===== src/rtl/iter_shifter.sv =====
// Multi-cycle shift/rotate unit: moves the working register one bit per clock
// under a start/busy/done handshake, so each bit needs only one 2:1 mux.
//
// state | meaning
// IDLE  | waiting for start; operands captured on acceptance
// SHIFT | one-bit step per clock while the counter runs down to zero
// DONE  | one-cycle done pulse; shift_out holds the final result
module iter_shifter #(
  parameter int WIDTH = 32,
  parameter int AMT_W = 5
) (
  input  logic             clk,
  input  logic             rst,
  input  logic             start,
  input  logic [WIDTH-1:0] A,
  input  logic [AMT_W-1:0] shamt,
  input  logic [1:0]       mode,
  output logic             busy,
  output logic             done,
  output logic [WIDTH-1:0] shift_out
);

  typedef enum logic [1:0] {
    IDLE  = 2'd0,
    SHIFT = 2'd1,
    DONE  = 2'd2
  } state_t;

  state_t           state, state_nxt;
  logic [WIDTH-1:0] work, step;
  logic [AMT_W-1:0] cnt;
  logic [1:0]       mode_q;
  logic             accept, last_step;

  assign accept    = (state == IDLE) && start;
  assign last_step = (state == SHIFT) && (cnt == AMT_W'(1));

  always_comb begin
    case (mode_q)
      2'b00:   step = {work[WIDTH-2:0], 1'b0};
      2'b01:   step = {1'b0, work[WIDTH-1:1]};
      2'b10:   step = {work[WIDTH-1], work[WIDTH-1:1]};
      default: step = {work[0], work[WIDTH-1:1]};
    endcase
  end

  always_ff @(posedge clk) begin
    if (rst) state <= IDLE;
    else     state <= state_nxt;
  end

  always_comb begin
    state_nxt = state;
    case (state)
      IDLE:    if (start) state_nxt = (shamt == '0) ? DONE : SHIFT;
      SHIFT:   if (cnt == AMT_W'(1)) state_nxt = DONE;
      DONE:    state_nxt = IDLE;
      default: state_nxt = IDLE;
    endcase
  end

  always_comb begin
    busy = (state == SHIFT);
    done = (state == DONE);
  end

  // shift_out is only written on entry to DONE, so partial results never show
  always_ff @(posedge clk) begin
    if (rst) begin
      work      <= '0;
      cnt       <= '0;
      mode_q    <= 2'b00;
      shift_out <= '0;
    end else if (accept) begin
      work   <= A;
      cnt    <= shamt;
      mode_q <= mode;
      if (shamt == '0) shift_out <= A;
    end else if (state == SHIFT) begin
      work <= step;
      cnt  <= cnt - AMT_W'(1);
      if (last_step) shift_out <= step;
    end
  end

endmodule


===== config.mk =====
export PLATFORM = sky130hd
export DESIGN_NAME = iter_shifter
export DESIGN_NICKNAME = d
export VERILOG_FILES = /design/src/rtl/iter_shifter.sv
export SDC_FILE = /design/constraint.sdc
export NUM_CORES = 1
export LEC_CHECK = 0
export BUFFER_PORTS_ARGS = -buffer_cell sky130_fd_sc_hd__clkbuf_2
export CELL_PAD_IN_SITES_DETAIL_PLACEMENT = 1
export CELL_PAD_IN_SITES_GLOBAL_PLACEMENT = 1
export CORE_MARGIN = 1
export CORE_UTILIZATION = 35
export CTS_BUF_LIST = sky130_fd_sc_hd__clkbuf_4 sky130_fd_sc_hd__clkbuf_8
export CTS_CLUSTER_SIZE = 24
export DETAILED_ROUTE_END_ITERATION = 8
export GPL_ROUTABILITY_DRIVEN = 1
export PLACE_DENSITY = 0.7
export REMOVE_ABC_BUFFERS = 1
export SYNTH_ARGS = -nofsm -noshare
export SYNTH_HDL_FRONTEND = slang
export SYNTH_SLANG_ARGS = --single-unit

===== constraint.sdc =====
create_clock -name clk -period 2.5 [get_ports clk]
set_input_delay 0.125 -clock clk [delete_from_list [all_inputs] [get_ports clk]]
set_output_delay 0.125 -clock clk [all_outputs]
set_load 0.01 [all_outputs]

==> results.yml <==
job:
  max-cap-violations: 0
final_layout:
  antennaDiodeCount: 0
  layout.cells.non_filler: 493
  syn_to_final_growth_pct: 21.6
  drive_gt1_frac: 0.273
  fin_nets: 427
  nFillCells: 984
drt:
  firstDrtPassIters: 6
  ant_nets: 0
  drtIter0Drc: 91
  viasPerCell: 5.39
  via_count: 2656
  wl_mm: 8.24
  wl_per_cell_um: 16.7
  drc: 0
timing:
  rsz0062_at_grt: "no"
  min_period_over_period: 0.919
  min_period_ns: 2.30
  worst_slew_pin_slew_ns: 0.412
  max_clock_freq_mhz: 435
  finalSetupViolCount: 0
  whs_ns: 0.0346
  slew_viol_final: 0
  hold_viol: 0
  skew_ns: 0.00940
  maxSlewHeadroom: 0.725
synthesis:
  async_flop_share: 0
  syn_area_um2: 3090
  yosysWarnings: 0
  avgSynthCellArea_um2: 9.82
  synth-seq-area-share: 0.472
  synth.distinct_cells: 32
  synth_area_leaders: "dfxtp_1 (47%), a22o_1 (17%), mux2i_1 (10%)"
  yosysTopAreaCellShare: 0.472
  yosysTopAreaCell: "dfxtp_1"
  synth_flop_cell: "dfxtp_1"
  synth_edf_count: 0
  syn_inst: 315
  ys_ff_latch: 73
global_routing:
  grt_pass1_vias: 2689
  grt_max_degree: 69
  grt_usage: 0.190
  grt_pass1_wl_mm: 13.4
  antenna_found_initial: 0
  gr-total-overflow: 0
worst_setup_path:
  reg2reg_to: "shift_out[16]"
  reg2reg_from: "cnt[1]"
  path_class: "flip-flop to flip-flop"
  rr_worst_depth: 8
  worstPathRequired_ns: 2.78
  crit_arrival_ns: 2.58
  critPathCaptureType: "flip-flop"
  startpoint_type: "flip-flop"
  reg2reg_slack_ns: 0.20
  cp_max_fo: 18
clock_network:
  cts_num_sinks: 73
  h-tree-depth: 3
  clk-insertion-delay-late_ns: 0.34
  clk_pin_slew_ns: 0.08
  cts_root_buffer: "clkbuf_8"
  ctsHoldBuffers: 0
  post-cts-setup-buffer-count: 0
  numCtsBuffers: 9
  cts_max_path_buffers: 2
  postCtsResizedCells: 0
  cts_tree: "done"
power:
  power_w: 0.00261
  leakage_nw: 1.74
  power_density_nw_per_um2: 693
  irDropWorstVdd_uv: 318
place:
  gp_congestion: 0.817
  place.port_buffers: 75
  dp_hpwl_mm: 5.42
  dp_cells: 477
floorplan:
  core_um2: 8380
  die_x_um: 96.0
  ioPinCount: 76
  initial_core_util: 0.369
  fp-row-count: 33
  die_h_um: 96.0
  die_area_um2: 9220
min_path:
  whs_path_depth: 3
  min_from: "mode[1]"
  hold_path.class: "input pin to flip-flop"
  whs_endpoint: "mode_q[1]"
status:
  outcome: "complete, no violations"
metrics by stage:
step	area [um2]	setup TNS, ns	setup WS, ns	util
after floorplan	2960	-134.29	-2.03	-
final	3760	0	0.202	0.449
after detailed placement	3570	0	0.262	0.426
after global placement	3570	0	0.372	0.426
after CTS	3760	0	0.205	0.449
after global routing	3760	0	0.0846	0.449
worst max-delay path by stage:
stage / start / end / depth (start not counted)
floorplan: state[1] / work[10] / 3
global placement: cnt[1] / shift_out[15] / 8
detailed placement: cnt[0] / shift_out[25] / 7
CTS: cnt[1] / shift_out[25] / 8
global route: cnt[1] / shift_out[14] / 8
finish: cnt[1] / shift_out[16] / 8
where the power goes:
| group | internal [W] | switching (W) |
|---|---|---|
| Clock | 0.000461 | 0.000464 |
| Combinational | 0.000171 | 0.000232 |
| Sequential | 0.00122 | 0.0000564 |
| Total | 0.00186 | 0.000753 |
cell usage after synthesis (3+ instances only):
master    number
dfxtp_1       73
a22o_1        60
nand2_1       38
o21ai_0       35
mux2i_1       31
nor2_1        12
clkbuf_1      11
buf_2         10
a21oi_1        7
inv_1          5
buf_6          3
nor3b_1        3
layout make-up:
cell class / instances / area (um2) / area share
multi-input cells: 211 / 1500 / 0.399
clock inverters: 7 / 70.1 / 0.0186
clock buffers: 9 / 124 / 0.0329
well taps: 105 / 131 / 0.0349
inverters: 6 / 22.5 / 0.00599
flip-flops and latches: 73 / 1460 / 0.388
repair buffers: 82 / 453 / 0.120
critical path, cell delays in order (launching register included):
cell      delay (ns)
dfxtp_1         0.34
inv_1           0.11
ha_1            0.17
or4b_2          0.66
o32ai_4         0.21
nand2b_1        0.13
inv_2           0.26
buf_12          0.20
a22o_1          0.15
cells in the final DEF, fill, tap and decap left out, types with 3 or more instances in the layout:
cell      count
clkbuf_2     75
dfxtp_1      73
a22o_1       60
nand2_1      38
o21ai_0      35
mux2i_1      31
clkbuf_8      9
nor2_1        8
a21oi_1       7
inv_1         5
buf_4         5
nor2_2        3
clkinv_2      3
registers in the layout, summed over array words and instances (netlist names):
signal	count
work	32
shift_out	32
state	2
cnt	5
mode_q	2
kinds of logic after synthesis:
kind of cell | count (synthesis) | share of synthesized area
multiplexers | 31 | 0.100
AND/OR/NAND/NOR | 63 | 0.0898
adder cells (fa/ha/maj) | 2 | 0.00809
buffers and inverters | 31 | 0.0489
flip-flops | 73 | 0.472
XOR/XNOR | 2 | 0.00566
AO/OA/AOI/OAI | 113 | 0.275
per-layer routing:
| metal | wire length [um] | global-route usage | vias up |
|---|---|---|---|
| met5 | 0 | 0 | - |
| met4 | 128 | 0.0771 | 0 |
| met3 | 261 | 0.0292 | 9 |
| met2 | 3820 | 0.303 | 49 |
| met1 | 4030 | 0.257 | 1290 |
| li1 | - | - | 1308 |
Note: power is estimated with default switching activity, not from simulation.
